File: src/rtl/efpga_top_pkg.sv
// Shared constants for the eFPGA golden user design: pad widths, pad
// index map and the fixed output-enable pattern of the user I/O ring.
package efpga_top_pkg;

  localparam int IO_W     = 31;
  localparam int CNT_W    = 28;

  // Pad index map: the three low pads are control inputs, the rest carry count.
  localparam int RST_IDX  = 0;
  localparam int DIR_IDX  = 1;
  localparam int HOLD_IDX = 2;
  localparam int OUT_LSB  = 3;

  // Active-low output enables: low three pads are inputs, upper pads drive.
  localparam logic [IO_W-1:0] OEB_PATTERN = 31'h0000_0007;

endpackage

File: src/rtl/updown_counter.sv
// Up/down counter with hold and synchronous active-high reset.
// Priority per edge: reset, then hold, then count in the selected direction.
// Wraps modulo 2^CNT_W in both directions with no flags.
module updown_counter #(
  parameter int CNT_W = 28
) (
  input  logic             clk,
  input  logic             rst,
  input  logic             hold,
  input  logic             dir,
  output logic [CNT_W-1:0] q
);

  localparam logic [CNT_W-1:0] CNT_ONE = CNT_W'(1);

  // Count register: reset wins, hold freezes, dir=1 counts down.
  always_ff @(posedge clk) begin
    if (rst) begin
      q <= '0;
    end else if (!hold) begin
      if (dir) begin
        q <= q - CNT_ONE;
      end else begin
        q <= q + CNT_ONE;
      end
    end
  end

endmodule

File: src/rtl/efpga_top.sv
// eFPGA golden user design: pad mapping around a 28-bit up/down counter.
// io_in[0]=rst, io_in[1]=dir, io_in[2]=hold; io_in[30:3] are ignored.
// io_out carries the registered count in its upper pads; low pads read 0.
// io_oeb is a constant direction pattern, independent of clock and reset.
module efpga_top
  import efpga_top_pkg::*;
#(
  parameter int CNT_W = efpga_top_pkg::CNT_W,
  parameter int IO_W  = efpga_top_pkg::IO_W
) (
  input  logic            clk,
  input  logic [IO_W-1:0] io_in,
  output logic [IO_W-1:0] io_out,
  output logic [IO_W-1:0] io_oeb
);

  logic [CNT_W-1:0] count;
  logic             unused_pads;

  // Upper input pads have no function; fold them so they are visibly consumed.
  assign unused_pads = ^io_in[IO_W-1:OUT_LSB];

  updown_counter #(
    .CNT_W (CNT_W)
  ) u_counter (
    .clk  (clk),
    .rst  (io_in[RST_IDX]),
    .hold (io_in[HOLD_IDX]),
    .dir  (io_in[DIR_IDX]),
    .q    (count)
  );

  // Count drives the output pads straight from the register; control pads read 0.
  assign io_out = {count, {OUT_LSB{1'b0}}};

  // Fixed direction pattern for the ring.
  assign io_oeb = OEB_PATTERN;

endmodule

File: config.mk
export PLATFORM = sky130hd
export DESIGN_NAME = efpga_top
export DESIGN_NICKNAME = d
export VERILOG_FILES = /design/src/rtl/efpga_top_pkg.sv /design/src/rtl/updown_counter.sv /design/src/rtl/efpga_top.sv
export SDC_FILE = /design/constraint.sdc
export NUM_CORES = 1
export LEC_CHECK = 0
export ABC_CLOCK_PERIOD_IN_PS = 5010
export BUFFER_PORTS_ARGS = -buffer_cell sky130_fd_sc_hd__buf_4
export CORE_MARGIN = 3
export CORE_UTILIZATION = 40
export DETAILED_ROUTE_END_ITERATION = 10
export PLACE_DENSITY = 0.66
export SLEW_MARGIN = 10
export SYNTH_ARGS = -nofsm -noshare
export SYNTH_HDL_FRONTEND = slang
export SYNTH_SLANG_ARGS = --single-unit
File: constraint.sdc
create_clock -name clk -period 5.01 [get_ports clk]
set_input_delay 0.501 -clock clk [delete_from_list [all_inputs] [get_ports clk]]
set_output_delay 0.501 -clock clk [all_outputs]
set_load 0.1 [all_outputs]
==> results.json <==
{
  "path_clk_slew_ps": 110,
  "finalCritPeriodShare_pct": 63.7,
  "htreeDepth": 1,
  "min-delay-start": "u_counter.q[20]",
  "setup_viol": 0,
  "dp_cells": 473,
  "via_per_inst": 5.53,
  "insertion_delay_ps": 290,
  "ys.flop_type": "dfxtp_1",
  "grt_pass1_wl_um": 11300,
  "yosysWarnings": 0,
  "min_path_cells": 2,
  "reg_top3": "u_counter.q x28",
  "outcome": "finished clean",
  "synth_area_per_cell_um2": 7.62,
  "clk_path_buf_depth": 2,
  "synth_edf_count": 0,
  "nFillCells": 672,
  "ys_seq_area_share_pct": 20.1,
  "fin_setup_tns_ps": 0,
  "crit_path_start_kind": "primary input",
  "setup_slack_ps": 1820,
  "cts_hold_buffers": 0,
  "portBuffers": 31,
  "timing.rr.start": "u_counter.q[0]",
  "antenna_cells": 0,
  "rows": 29,
  "grt_overflow": 0,
  "holdPathEnd": "u_counter.q[20]",
  "grt_pass1_vias": 2385,
  "synth_cell_types": 60,
  "synth_simple_gate_area_share_pct": 20.5,
  "area_delta_synth_final_pct": 7.92,
  "grt_setup_unrepaired": "no",
  "worstPathArrival_ps": 3370,
  "required_ps": 5190,
  "pre_cts_ws_ps": 1560,
  "p_per_area_nw_per_um2": 433,
  "fin_nets": 444,
  "worstRegToRegCells": 8,
  "muxShareOfSynthArea_pct": 2.15,
  "gp_congestion": 0.926,
  "root_buffer": "clkbuf_8",
  "vias": 2639,
  "grt_start_max_net_pins": 43,
  "skew_ps": 2.74,
  "ant_nets": 0,
  "cpMaxStageDelayCell": "o32ai_1",
  "worst_pin_slew_ps": 809,
  "cts_tree": "yes",
  "chipHeight_um": 89.6,
  "cts_resized": 0,
  "core_um2": 6570,
  "start_util_pct": 42.6,
  "synthAdderAreaFrac_pct": 12.4,
  "totalPowerFinal_mw": 1.31,
  "path_cells": "buf_4, inv_1, fa_1, nor2b_1, o31a_1, o41ai_1, o32ai_1, a32oi_1, o311ai_0",
  "drc": 0,
  "ys_seq_elements": 28,
  "clock-sinks": 28,
  "leakage_nw": 1.37,
  "cts_buffers": 3,
  "ios": 94,
  "synth-compound-area-share_pct": 27.8,
  "finalCriticalPeriod_ps": 3190,
  "r2r-end": "u_counter.q[26]",
  "grtUsageTotal_pct": 17.4,
  "regMostFlops": "u_counter.q",
  "irDropWorstVdd_v": 0.000153,
  "async_flop_share_pct": 0,
  "dieArea_um2": 8030,
  "drv_cap": 0,
  "dr.pass1.iters": 4,
  "worst_slew_margin_rel_pct": 45.9,
  "worstSetupPathType": "primary input to flip-flop",
  "slew_viol_final": 0,
  "synth_top_family_by_area": "compound AO/OA/AOI/OAI gates",
  "synth_area_um2": 2800,
  "r2r_setup_slack_ps": 2060,
  "die_w_um": 89.6,
  "dp_hpwl_um": 4930,
  "drive_gt1_share_pct": 12.5,
  "wl_per_cell_um": 14.2,
  "holdWs_ps": 498,
  "cpPeakStageDelay_ps": 730,
  "antenna_found_initial": 0,
  "syn_inst": 367,
  "wl_um": 6770,
  "hp-class": "flip-flop to flip-flop",
  "max_clock_freq_mhz": 313,
  "largest_register_ff_count": 28,
  "synthXorXnorAreaFrac_pct": 4.07,
  "instances_no_fill": 477,
  "finalHoldViolCount": 0,
  "worstPathMaxFanout": 30,
  "endpoint_kind": "flip-flop",
  "drt-initial-drc-count": 233,
  "cts_setup_buffers": 0
}
[layer usage]
| layer | global-route usage [%] | part of all wire (%) |
|---|---|---|
| met1 | 24.4 | 47 |
| met2 | 27.3 | 44 |
| met3 | 2.37 | 7.0 |
| met4 | 6.36 | 2.0 |
| met5 | 0 | 0 |
[final cells by class]
class	instances	area, um2	area share (%)
repair buffers	31	233	7.71
clock inverters	1	30.0	0.995
inverters	10	37.5	1.24
well taps	93	116	3.86
multi-input cells	311	2000	66.2
clock buffers	3	41.3	1.37
flip-flops and latches	28	561	18.6
[power breakdown]
group / internal, mW / leakage (nW) / total (mW) / switching, mW
sequential: 0.259 / 0.231 / 0.290 / 0.0315
clock: 0.107 / 0.0357 / 0.189 / 0.0820
combinational: 0.211 / 1.10 / 0.827 / 0.616
total: 0.577 / 1.37 / 1.31 / 0.729
[placed cells by master (no fill, tap or decap), types with 3 or more instances in the layout]
cell type / n
a211oi_1: 5
a21o_1: 11
a21oi_1: 30
a31oi_1: 7
and3_1: 4
and3_2: 3
buf_4: 31
clkbuf_8: 3
conb_1: 34
dfxtp_1: 28
ha_1: 26
inv_1: 10
mux2i_1: 6
nand2_1: 38
nand3_1: 4
nand4_1: 6
nor2_1: 27
nor2b_1: 5
nor3_1: 7
nor3b_1: 3
nor4_1: 3
o211ai_1: 3
o21a_1: 5
o21ai_0: 18
o21bai_1: 3
o22ai_1: 3
o31a_1: 3
o31ai_1: 3
or2_2: 3
or3_1: 3
or4_1: 3
xnor2_1: 9
xor2_1: 4
[critical path: cells and delay by family]
kind            cells  cell delay, ps
compound gates      5            1710
fa+ha+maj           1             440
buf+inv             2             470
simple gates        1             220
[how the worst max path moves through the flow]
| stage | start | endpoint | slack, ps | cells past startpoint |
|---|---|---|---|---|
| 2_1_floorplan | u_counter.q[2] | u_counter.q[16] | 1810 | 8 |
| 3_3_place_gp | io_in[1] | u_counter.q[26] | 1630 | 9 |
| 3_5_place_dp | io_in[1] | u_counter.q[26] | 1560 | 9 |
| 4_1_cts | io_in[1] | u_counter.q[26] | 1850 | 9 |
| 5_1_grt | io_in[1] | u_counter.q[26] | 1570 | 9 |
| 6_report | io_in[1] | u_counter.q[26] | 1820 | 9 |
[cells in the mapped netlist, types with 2 or more instances]
cell	number	area (um2)
a211oi_1	5	37.5
clkbuf_1	10	37.5
o41ai_1	2	17.5
or3_1	3	18.8
dfxtp_1	28	561
o21a_1	5	37.5
a31o_2	2	17.5
nand4_1	6	37.5
nor2b_1	5	31.3
a31oi_1	7	43.8
inv_1	10	37.5
nand3_1	4	20.0
nand2_1	38	143
o31ai_1	3	22.5
a31o_1	2	17.5
nor3b_1	3	22.5
buf_4	35	263
o21ai_0	18	90.1
o211ai_1	3	22.5
nor4_1	3	18.8
mux2i_1	6	60.1
a32o_1	2	20.0
and3_2	3	22.5
o31a_1	3	26.3
or4_1	3	22.5
nor2_1	27	101
or2_2	3	18.8
ha_1	26	325
o311ai_0	2	17.5
buf_1	5	18.8
nor3_1	7	35.0
xnor2_1	9	78.8
and3_1	4	25.0
xor2_1	4	35.0
a21oi_1	30	150
o221ai_1	2	17.5
conb_1	2	7.51
o22ai_1	3	18.8
o21bai_1	3	22.5
a21o_1	11	82.6
[cell families (layout without fill, tap and decap cells)]
kind of cell    count (synthesis)  count (layout)
compound gates                115             115
xor+xnor                       13              13
fa+ha+maj                      27              27
buf+inv                        60              45
flops                          28              28
mux                             6               6
other cells                     2              34
simple gates                  116             116
[through the flow]
stage / util [%] / area (um2)
after detailed placement: 44.8 / 2950
after global placement: 44.8 / 2950
after floorplan: - / 2920
after CTS: 45.9 / 3020
after global routing: 45.9 / 3020
final: 45.9 / 3020
No activity file was read; power rests on OpenSTA's default activity.
